File: config.mk
export PLATFORM = sky130hd
export DESIGN_NAME = fetch_unit
export DESIGN_NICKNAME = d
export VERILOG_FILES = /design/src/rtl/fetch_unit.sv
export SDC_FILE = /design/constraint.sdc
export NUM_CORES = 1
export LEC_CHECK = 0
export ABC_AREA = 1
export BUFFER_PORTS_ARGS = -buffer_cell sky130_fd_sc_hd__buf_4
export CAP_MARGIN = 10
export CORE_MARGIN = 1
export CORE_UTILIZATION = 24
export CTS_BUF_LIST = sky130_fd_sc_hd__clkbuf_4
export DETAILED_ROUTE_END_ITERATION = 8
export GPL_TIMING_DRIVEN = 1
export PLACE_DENSITY_LB_ADDON = 0.15
export SYNTH_ARGS = -nofsm -noshare
export SYNTH_HDL_FRONTEND = slang
export SYNTH_SLANG_ARGS = --single-unit
File: constraint.sdc
create_clock -name clk -period 6.5 [get_ports clk]
set_clock_uncertainty 0.2 [all_clocks]
set_input_delay 0 -clock clk [delete_from_list [all_inputs] [get_ports clk]]
set_output_delay 0 -clock clk [all_outputs]
set_load 0.01 [all_outputs]
File: src/rtl/fetch_unit.sv
// ============================================================================
// Module   : fetch_unit
// Purpose  : Instruction fetch stage: PC handshake, single-outstanding imem
//            request, and a first-word-fall-through result FIFO with flush.
// Revision : 1.0 - initial release
// ============================================================================
`default_nettype none

module fetch_unit #(
  parameter int ADDR_W     = 32,
  parameter int DATA_W     = 32,
  parameter int FIFO_DEPTH = 2
) (
  input  logic              clk,
  input  logic              rst,
  input  logic [ADDR_W-1:0] pc_in,
  input  logic              pc_valid,
  output logic              pc_ready,
  input  logic              flush,
  output logic              imem_req,
  output logic [ADDR_W-1:0] imem_addr,
  input  logic              imem_gnt,
  input  logic              imem_rvalid,
  input  logic [DATA_W-1:0] imem_rdata,
  input  logic              imem_err,
  output logic              inst_valid,
  input  logic              inst_ready,
  output logic [ADDR_W-1:0] inst_pc,
  output logic [DATA_W-1:0] inst_data,
  output logic              inst_misalign,
  output logic              inst_buserr,
  output logic              busy
);

  localparam int PW = $clog2(FIFO_DEPTH);
  localparam int CW = PW + 1;
  localparam logic [CW-1:0] c_DEPTH = CW'(FIFO_DEPTH);
  localparam logic [PW-1:0] c_PTR_ONE = PW'(1);
  localparam logic [CW-1:0] c_CNT_ONE = CW'(1);

  typedef enum logic [2:0] {
    S_IDLE  = 3'd0,
    S_MIS   = 3'd1,
    S_REQ   = 3'd2,
    S_WAIT  = 3'd3,
    S_DRAIN = 3'd4
  } state_t;

  state_t            state_q, state_d;
  logic [ADDR_W-1:0] addr_q, addr_d;

  logic [CW-1:0]     count_q;
  logic [PW-1:0]     wptr_q, rptr_q;
  logic [ADDR_W-1:0] pc_mem   [FIFO_DEPTH];
  logic [DATA_W-1:0] data_mem [FIFO_DEPTH];
  logic              mis_mem  [FIFO_DEPTH];
  logic              err_mem  [FIFO_DEPTH];

  logic              accept;
  logic              push;
  logic              pop;
  logic [DATA_W-1:0] push_data;
  logic              push_mis;
  logic              push_err;

  assign pc_ready = !rst && (state_q == S_IDLE) && !flush && (count_q < c_DEPTH);
  assign accept   = pc_valid && pc_ready;
  assign imem_req = !rst && (state_q == S_REQ);
  assign imem_addr = imem_req ? {addr_q[ADDR_W-1:2], 2'b00} : '0;
  assign busy     = !rst && (state_q != S_IDLE);

  always_comb begin
    state_d   = state_q;
    addr_d    = addr_q;
    push      = 1'b0;
    push_data = '0;
    push_mis  = 1'b0;
    push_err  = 1'b0;
    unique case (state_q)
      S_IDLE: begin
        if (accept) begin
          addr_d  = pc_in;
          state_d = (pc_in[1:0] != 2'b00) ? S_MIS : S_REQ;
        end
      end
      S_MIS: begin
        push     = !flush;
        push_mis = 1'b1;
        state_d  = S_IDLE;
      end
      S_REQ: begin
        if (imem_gnt) state_d = flush ? S_DRAIN : S_WAIT;
        else if (flush) state_d = S_IDLE;
      end
      S_WAIT: begin
        if (imem_rvalid) begin
          // A flush in the same cycle as the response simply discards it.
          push      = !flush;
          push_err  = imem_err;
          push_data = imem_err ? '0 : imem_rdata;
          state_d   = S_IDLE;
        end else if (flush) begin
          state_d = S_DRAIN;
        end
      end
      S_DRAIN: begin
        if (imem_rvalid) state_d = S_IDLE;
      end
      default: state_d = S_IDLE;
    endcase
    if (rst) push = 1'b0;
  end

  always_ff @(posedge clk) begin
    if (rst) begin
      state_q <= S_IDLE;
      addr_q  <= '0;
    end else begin
      state_q <= state_d;
      addr_q  <= addr_d;
    end
  end

  assign inst_valid = (count_q != '0);
  assign pop        = inst_valid && inst_ready && !flush;

  always_ff @(posedge clk) begin
    if (rst || flush) begin
      count_q <= '0;
      wptr_q  <= '0;
      rptr_q  <= '0;
    end else begin
      if (push) wptr_q <= wptr_q + c_PTR_ONE;
      if (pop)  rptr_q <= rptr_q + c_PTR_ONE;
      case ({push, pop})
        2'b10:   count_q <= count_q + c_CNT_ONE;
        2'b01:   count_q <= count_q - c_CNT_ONE;
        default: count_q <= count_q;
      endcase
    end
  end

  // Storage needs no reset: entries are only visible while counted valid.
  always_ff @(posedge clk) begin
    if (push) begin
      pc_mem[wptr_q]   <= addr_q;
      data_mem[wptr_q] <= push_data;
      mis_mem[wptr_q]  <= push_mis;
      err_mem[wptr_q]  <= push_err;
    end
  end

  assign inst_pc       = inst_valid ? pc_mem[rptr_q]   : '0;
  assign inst_data     = inst_valid ? data_mem[rptr_q] : '0;
  assign inst_misalign = inst_valid ? mis_mem[rptr_q]  : 1'b0;
  assign inst_buserr   = inst_valid ? err_mem[rptr_q]  : 1'b0;

endmodule

`default_nettype wire

==> results of run 1 <==
==> through the flow <==
step	setup slack [ns]	instance area, um^2	std cells	util [%]
6_report	3.41	9810	1322	34.8
5_1_grt	3.21	9810	1322	34.8
4_1_cts	3.38	9790	1319	34.8
3_5_place_dp	3.50	8590	1196	30.5
3_3_place_gp	3.52	8590	1196	30.5
2_1_floorplan	2.21	6960	678	-
==> per-layer routing <==
layer	GRT usage, %	vias up	part of all wire [%]
met5	0	-	0
met1	15.8	2414	46
met4	3.19	0	0.85
met3	4.60	8	6.9
met2	21.0	142	46
li1	-	2728	-
==> worst max-delay path, stage by stage <==
cell and delay, ns:
dlygate4sd3_1 0.53, buf_4 0.15, inv_2 0.44, nand2_4 0.16
nor2_4 0.13, nand3_4 0.49, a21oi_2 0.27, dlygate4sd3_1 0.56
nand2_1 0.05, dlygate4sd3_1 0.55, inv_1 0.05
==> power by group through the flow <==
stage | logic (W) | clock network (W) | registers [W]
after floorplan | 0.000179 | 0 | 0.00131
after global placement | 0.000292 | 0 | 0.00132
after detailed placement | 0.000290 | 0 | 0.00132
after CTS | 0.000342 | 0.000671 | 0.00129
after global routing | 0.000380 | 0.000713 | 0.00130
final | 0.000336 | 0.000640 | 0.00129
==> synthesized netlist by cell type <==
master / count / share of area, %
dfxtp_1: 40 / 12
nand2_4: 1 / 0.16
buf_6: 3 / 0.49
inv_2: 3 / 0.16
o21ai_0: 35 / 2.5
a21oi_2: 1 / 0.13
nand3_4: 1 / 0.25
buf_1: 3 / 0.16
inv_1: 76 / 4.1
nor2_4: 1 / 0.16
xor2_1: 2 / 0.25
edfxtp_1: 132 / 57
conb_1: 1 / 0.054
nand2_1: 144 / 7.8
buf_4: 2 / 0.22
o21ai_1: 1 / 0.072
buf_2: 17 / 1.2
nor2_2: 1 / 0.090
clkbuf_1: 13 / 0.70
a21oi_1: 106 / 7.6
nand3_1: 5 / 0.36
nor3_1: 3 / 0.22
nor2_1: 85 / 4.6
ha_1: 1 / 0.18
==> final timing paths <==
check             startpoint               to  cells past startpoint
setup / recovery         rst       state_q[1]                     11
hold / removal      pc_in[6]        addr_q[6]                      4
setup reg to reg  state_q[0]  data_mem[1][10]                      5
hold reg to reg    addr_q[3]     pc_mem[1][3]                      0
==> cell usage in the layout, fill, tap and decap left out <==
cell type      Yosys  layout
nand3_1            5       5
nor3_1             3       3
nor2_1            85      83
nand2_1          144     144
clkinv_4           0       2
ha_1               1       1
inv_2              3       4
inv_4              0       1
o21ai_0           35      35
nor2_4             1       3
bufinv_16          0       2
clkinv_2           0       2
xor2_1             2       2
clkbuf_4           0      21
inv_6              0       4
dfxtp_1           40      39
a21oi_2            1       1
inv_1             76      74
edfxtp_1         132     132
a21oi_1          106     106
conb_1             1       2
dlygate4sd3_1      0      92
o21ai_1            1       1
nor2_2             1       1
clkinvlp_4         0       1
diode_2            0       2
nand3_4            1       1
buf_4              2     178
dfxtp_2            0       1
nand2_4            1       1
==> logic make-up after synthesis <==
| logic type | count (synthesis) |
|---|---|
| XOR/XNOR | 2 |
| buffers and inverters | 117 |
| AO/OA/AOI/OAI | 143 |
| AND/OR/NAND/NOR | 241 |
| flip-flops | 172 |
| other | 1 |
| adder cells (fa/ha/maj) | 1 |
==> timing repair <==
item,4_1_cts,5_1_grt
hold buffers,91,1
gates resized for setup,0,0
endpoints found under the hold margin,106,1
buffers inserted,0,0
==> layout make-up <==
type	instances	area share, %
antenna	2	0.0510
clock buffer	21	1.61
clock inverter	11	1.34
inverter	79	3.04
multi-input combinational	389	17.5
sequential	172	48.6
tap	378	4.82
timing repair buffer	270	23.0
==> sequential cells by signal, indices dropped and copies added (netlist names), named ones only <==
signal    cells
addr_q       32
count_q       2
data_mem     64
err_mem       2
mis_mem       2
pc_mem       64
rptr_q        1
state_q       3
wptr_q        1
==> out/qor.txt, run 1 <==
Slew Viols, Final - 0
Compound-Gate Fraction of Synth Area - 10.3%
Max-cap violations - 0
Reg area - 0.00477 mm^2
Port bufs - 171
YS warnings - 0
GPL Wtd Cong - 0.682
CTS clk-pin slew, worst paths - 0.16 ns
Net switching power - 0.000609 W
Initial antenna violation count - 2
# IOs - 174
Final setup TNS - 0 ns
P_int - 0.00166 W
Seq pwr share - 57.0%
Cells after synthesis - 677
Post-Synth XOR/XNOR Area - 0.252%
Gate power share - 14.8%
Sequential fraction of the synthesis area - 68.5%
First-pass GRT wire length - 28.1 mm
Simple-Gate Fraction of Synth Area - 13.6%
Drt drc - 0
Total GRT Usage - 12.8%
Routed wire length - 18.7 mm
TritonCTS Buffers - 17
Vias in the first global route - 5183
Root buffer cell - clkbuf_4
Flop2flop setup slack - 3.52 ns
Min Tclk post-route - 3.09 ns
Setup violations, final - 0
WP data required - 6.81 ns
CTS tree - built
Yosys cell types - 24
Filler Cell Count - 2896
Clock buffer depth - 2
Fmax - 324 MHz
Routed WL per cell - 14.1 um
Peak supply drop - 0.145 mV
Area Overhead vs Synth - 41.0%
Clk pwr share - 28.2%
Power, Total - 0.00227 W
Crit Path Max Fanout - 64
DIE HEIGHT - 172 um
Main combinational cell family by area after synthesis - simple AND/OR/NAND/NOR gates
#FFs+latches synth - 172
Startpoint types - input port
Multiplexer share of the synthesized area - 0%
Worst Setup Path Type - in -> reg
Clk sinks - 172
Hpwl dp - 11.0 mm
Worst skew pair latency - 0.55 ns
Detailed Route Iter0 Violations - 191
Crit end category - flip-flop
Routed Antenna Nets - 0
Critical path data arrival time - 3.40 ns
Status - complete, no violations
RSZ-0062 raised after global routing - no
Sw frac - 26.9%
Die Wd - 172 um
Post-detailed-route via-to-cell ratio - 4.00
Syn_area_per_cell - 10.3 um^2
Share of cells above drive strength 1 - 23.7%
Synthesized-area fraction occupied by adder cells - 0.180%
Starting density of the core - 24.7%
Placeable Area - 0.0282 mm^2
Die area - 0.0297 mm^2
Via count - 5292
WHS - 0.0733 ns
Leakage - 3.99 nW
Period utilization - 47.5%
Hold violation total from the final report - 0
Nets - 1002
Multi-input gate area - 0.00172 mm^2
PwrDens - 231 mW/mm^2
Mapped Area - 0.00695 mm^2
Largest net degree at the start of global routing - 68
DR pass1 iterations - 4
FP Rows - 61
Slew @ Worst Pin - 0.849 ns
Hold crit path type - in -> reg
Max-Slew Margin vs Limit - 43.4%
Total gr overflow - 0
Htree depth - 4
Power figures use the tool's default switching activity.
==> run 2, diff against run 1 <==
clock period = 2.95 ns   (was 6.5 ns; I/O delays follow)
==> run 2 against run 1 <==
Core utilization about the same. Via count increased by 1.5%. Register-to-register slack got worse by 3.3 ns. Clock power grew 130%. Worst setup slack lost 3.2 ns. Wire length up 2.6%. Worst hold slack lost 0.018 ns. Non-clock buffer count shrank 2. Total power increased by 120%. Sequential power is 120% higher. Die area did not move. Critical endpoint unchanged. Highest routed layer unchanged.
==> out/qor.txt, run 2 (synthesis gave the netlist of run 1 again) <==
# IOs - 174
DIE HEIGHT - 172 um
WP data required - 3.26 ns
Hold crit path type - in -> reg
Root buffer cell - clkbuf_4
Port bufs - 171
Nets - 1002
Crit end category - flip-flop
Slew @ Worst Pin - 0.814 ns
Starting density of the core - 24.7%
Fmax - 361 MHz
Antenna Cells - 0
RSZ-0062 raised after global routing - no
Status - complete, no violations
Min Tclk post-route - 2.77 ns
Final core utilization - 34.8%
Peak supply drop - 0.268 mV
Routed WL per cell - 14.5 um
Max-cap violations - 0
Post-detailed-route via-to-cell ratio - 4.07
Buffers & Inverters on Critical Path - 4
Leakage - 4.00 nW
First-pass GRT wire length - 28.4 mm
Most frequent cells in the layout - buf_4 (185), nand2_1 (144), edfxtp_1 (132)
Total GRT Usage - 12.7%
FF-to-FF path depth - 9
CP delay by family, top - buffers and inverters
TritonCTS Buffers - 17
CP max stage cell - dlygate4sd3_1
Hold violation total from the final report - 0
Hold-critical path depth - 4
Critical-path cell list - nor2_2 -> nand2_1 -> inv_1 -> nand3_4 -> a21oi_2 -> dlygate4sd3_1 -> nand2_1 -> inv_1 -> dlygate4sd3_1
Hpwl dp - 11.5 mm
Period utilization - 93.9%
Clock buffer depth - 2
Finished Layout Cells - 1320
Worst skew pair latency - 0.55 ns
Startpoint types - flip-flop
Setup violations, final - 0
Final setup TNS - 0 ns
DR pass1 iterations - 4
CTS tree - built
Die Wd - 172 um
Max-Slew Margin vs Limit - 45.8%
Largest regs - data_mem: 64 flops, pc_mem: 64 flops, addr_q: 32 flops
PwrDens - 520 mW/mm^2
GPL Wtd Cong - 0.709
Area Overhead vs Synth - 41.0%
RR Endpoint - state_q[1]
Setup crit end - state_q[1]
Slew Viols, Final - 0
Routed Antenna Nets - 0
Crit-path max cell delay - 0.55 ns
Crit Path Max Fanout - 16
Share of cells above drive strength 1 - 24.4%
Vias in the first global route - 5275
Largest net degree at the start of global routing - 67
Die area - 0.0297 mm^2
CTS clk-pin slew, worst paths - 0.15 ns
Post-CTS setup repair buffer count - 0
Commonest non-fill, non-tap cell in the layout - buf_4
Inst Count DP - 1203
Critical Path Stages - 9
Detailed Route Iter0 Violations - 271
FP Rows - 61
Total gr overflow - 0
CP startpoint - state_q[0]
Initial antenna violation count - 0
Routed wire length - 19.1 mm
Via count - 5372
Critical path data arrival time - 3.09 ns
Clk sinks - 172
Worst Setup Path Type - reg -> reg
Drt drc - 0
Reg2reg start - state_q[0]
Placeable Area - 0.0282 mm^2
Flop2flop setup slack - 0.18 ns
Htree depth - 4
[run 2: worst reg2reg max path, stage by stage, from the launching register on]
cell and delay [ns]:
dfxtp_1 0.37, nor2_2 0.12, nand2_1 0.11, inv_1 0.29, nand3_4 0.27, a21oi_2 0.20
dlygate4sd3_1 0.55, nand2_1 0.05, inv_1 0.04, dlygate4sd3_1 0.52
[run 2: routing by layer]
metal,share of wire (%),global-route usage (%)
met5,0,0
met4,0.54,2.65
met3,7.6,5.17
met2,47,20.7
met1,45,15.9
[run 2: worst min-delay path by stage]
stage,from,endpoint
after floorplan,rst,busy
after global placement,rst,state_q[1]
after detailed placement,rst,state_q[1]
after CTS,pc_in[8],addr_q[8]
after global routing,pc_in[6],addr_q[6]
final,pc_in[18],addr_q[18]
[run 2: timing repair]
item	4_1_cts	5_1_grt
endpoints found under the setup margin	0	1
resized for setup	0	0
hold endpoints to repair	106	0
hold buffers	83	0
[run 2: where the power goes]
part           switching (W)  internal (W)  total (W)  leakage [nW]
logic               0.000438      0.000327   0.000765          2.25
clock network       0.000881      0.000607    0.00149         0.164
registers          0.0000747       0.00277    0.00285          1.59
total                0.00139       0.00370    0.00510          4.00
[run 2: area by class of cell]
cell class	instances	area, um^2
Fill cell	2950	18400
Sequential cell	172	4770
Timing Repair Buffer	268	2220
Multi-Input combinational cell	391	1740
Tap cell	378	473
Inverter	79	298
Clock inverter	15	186
Clock buffer	17	128
[run 2: through the flow]
step	worst slack, ns	area, um^2	hold WS, ns	power (W)
after detailed placement	0.746	8640	0.0795	0.00355
final	0.179	9810	0.0552	0.00510
after CTS	0.0266	9790	0.000336	0.00516
after global routing	0.0568	9810	0.0111	0.00538
after global placement	0.795	8640	0.0829	0.00355
after floorplan	0.148	6970	-0.152	0.00328
==> run 3, diff against run 2 <==
==> constraint.sdc (replaced) <==
create_clock -name clk -period 2.95 [get_ports clk]
set_clock_uncertainty 0.2 [all_clocks]
set_input_delay 0.295 -clock clk [delete_from_list [all_inputs] [get_ports clk]]
set_output_delay 0.295 -clock clk [all_outputs]
set_load 0.05 [all_outputs]
==> run 3 against run 2 <==
Cell count down 0.53%. Combinational power up 14%. Global-route usage up 0.13 points. Total power up 2.6%. Cell area unchanged. Die area unchanged. Sequential power about the same. Critical path depth down 5. Wire length down 3.0%. Via count down 3.4%. Worst setup slack better by 0.27 ns.
==> out/qor.txt, run 3 (synthesis gave the netlist of run 1 again) <==
Max-Slew Margin vs Limit - 66.7%
CTS tree - built
Hold violation total from the final report - 0
Port bufs - 171
Starting density of the core - 24.7%
Share of cells above drive strength 1 - 24.7%
Status - complete, no violations
Min Tclk post-route - 2.50 ns
Nets - 995
Setup WS post-layout - 0.447 ns
Buffers & Inverters on Critical Path - 2
Detailed Route Iter0 Violations - 173
Total gr overflow - 0
Hold crit path type - reg -> reg
Max-cap violations - 0
Peak supply drop - 0.271 mV
Crit Path Max Fanout - 36
Root buffer cell - clkbuf_4
Htree depth - 4
Critical-path cell list - nor2_4 -> buf_4 -> a21oi_1 -> buf_4
Routed WL per cell - 14.1 um
DR pass1 iterations - 4
Total GRT Usage - 12.9%
# IOs - 174
CP most frequent cell - buf_4
Startpoint types - flip-flop
Vias in the first global route - 5152
Clock buffer depth - 2
Inst Count DP - 1204
Worst skew pair latency - 0.55 ns
Area Overhead vs Synth - 41.0%
Clk sinks - 172
WP data required - 2.46 ns
FP Rows - 61
Die Wd - 172 um
RSZ-0062 raised after global routing - no
GPL Wtd Cong - 0.693
Drt drc - 0
Finished Layout Cells - 1313
CP delay by family, top - buffers and inverters
Initial antenna violation count - 0
Largest regs - data_mem: 64 flops, pc_mem: 64 flops, addr_q: 32 flops
Hpwl dp - 11.6 mm
Largest net degree at the start of global routing - 55
Crit end category - output port
Final setup TNS - 0 ns
Routed Antenna Nets - 0
Final core utilization - 34.8%
DIE HEIGHT - 172 um
WHS - 0.264 ns
First-pass GRT wire length - 28.3 mm
Place WS - 0.744 ns
Critical path data arrival time - 2.01 ns
Placeable Area - 0.0282 mm^2
Setup violations, final - 0
Most frequent cells in the layout - buf_4 (181), nand2_1 (144), edfxtp_1 (132)
Period utilization - 84.9%
Via count - 5192
Slew Viols, Final - 0
Post-detailed-route via-to-cell ratio - 3.95
Fmax - 399 MHz
Routed wire length - 18.6 mm
CTS clk-pin slew, worst paths - 0.14 ns
CP max stage cell - dfxtp_1
Commonest non-fill, non-tap cell in the layout - buf_4
Antenna Cells - 0
Post-CTS setup repair buffer count - 0
Worst Setup Path Type - reg -> out
Crit-path max cell delay - 0.51 ns
PwrDens - 533 mW/mm^2
Slew @ Worst Pin - 0.500 ns
TritonCTS Buffers - 17
Leakage - 4.00 nW
Die area - 0.0297 mm^2
## run 3: what timing repair did
| item | in CTS | in global routing |
|---|---|---|
| gates resized for setup | 0 | 0 |
| hold endpoints to repair | 106 | 0 |
| hold buffers | 77 | 0 |
## run 3: area by class of cell
cell class | count | area (um^2)
repair buffers | 263 | 2230
fillers | 2858 | 18400
well taps | 378 | 473
multi-input cells | 389 | 1720
flip-flops and latches | 172 | 4770
inverters | 79 | 298
clock inverters | 13 | 181
clock buffers | 19 | 143
## run 3: worst reg2reg max path, cell delays in order (launching register included)
cell           delay [ns]
dfxtp_1              0.36
nor2_2               0.12
nand2_1              0.10
inv_1                0.15
nand3_4              0.25
buf_4                0.31
o21ai_0              0.16
nor2_1               0.06
dlygate4sd3_1        0.55
## run 3: worst paths after layout
kind	depth (start not counted)	end	from	slack (ns)
setup reg to reg	8	addr_q[1]	state_q[0]	0.60
hold reg to reg	0	pc_mem[1][17]	addr_q[17]	0.26
hold / removal	0	pc_mem[1][17]	addr_q[17]	0.26
setup / recovery	4	inst_pc[31]	count_q[1]	0.45
## run 3: per-stage QoR
step	power [W]	area, um^2
6_report	0.00523	9810
5_1_grt	0.00551	9810
4_1_cts	0.00533	9810
3_5_place_dp	0.00370	8710
3_3_place_gp	0.00370	8710
2_1_floorplan	0.00341	6970
## run 3: power breakdown
part	internal [W]	total [W]	switching, W
Clock	0.000634	0.00152	0.000881
Sequential	0.00277	0.00284	0.0000703
Combinational	0.000328	0.000873	0.000546
Total	0.00373	0.00523	0.00150
## run 3: layer usage
layer	part of all wire (%)	vias up	GRT usage, %
met3	5.9	8	4.17
met4	0.66	0	2.77
li1	-	2711	-
met1	47	2344	16.1
met5	0	-	0
met2	46	129	21.5
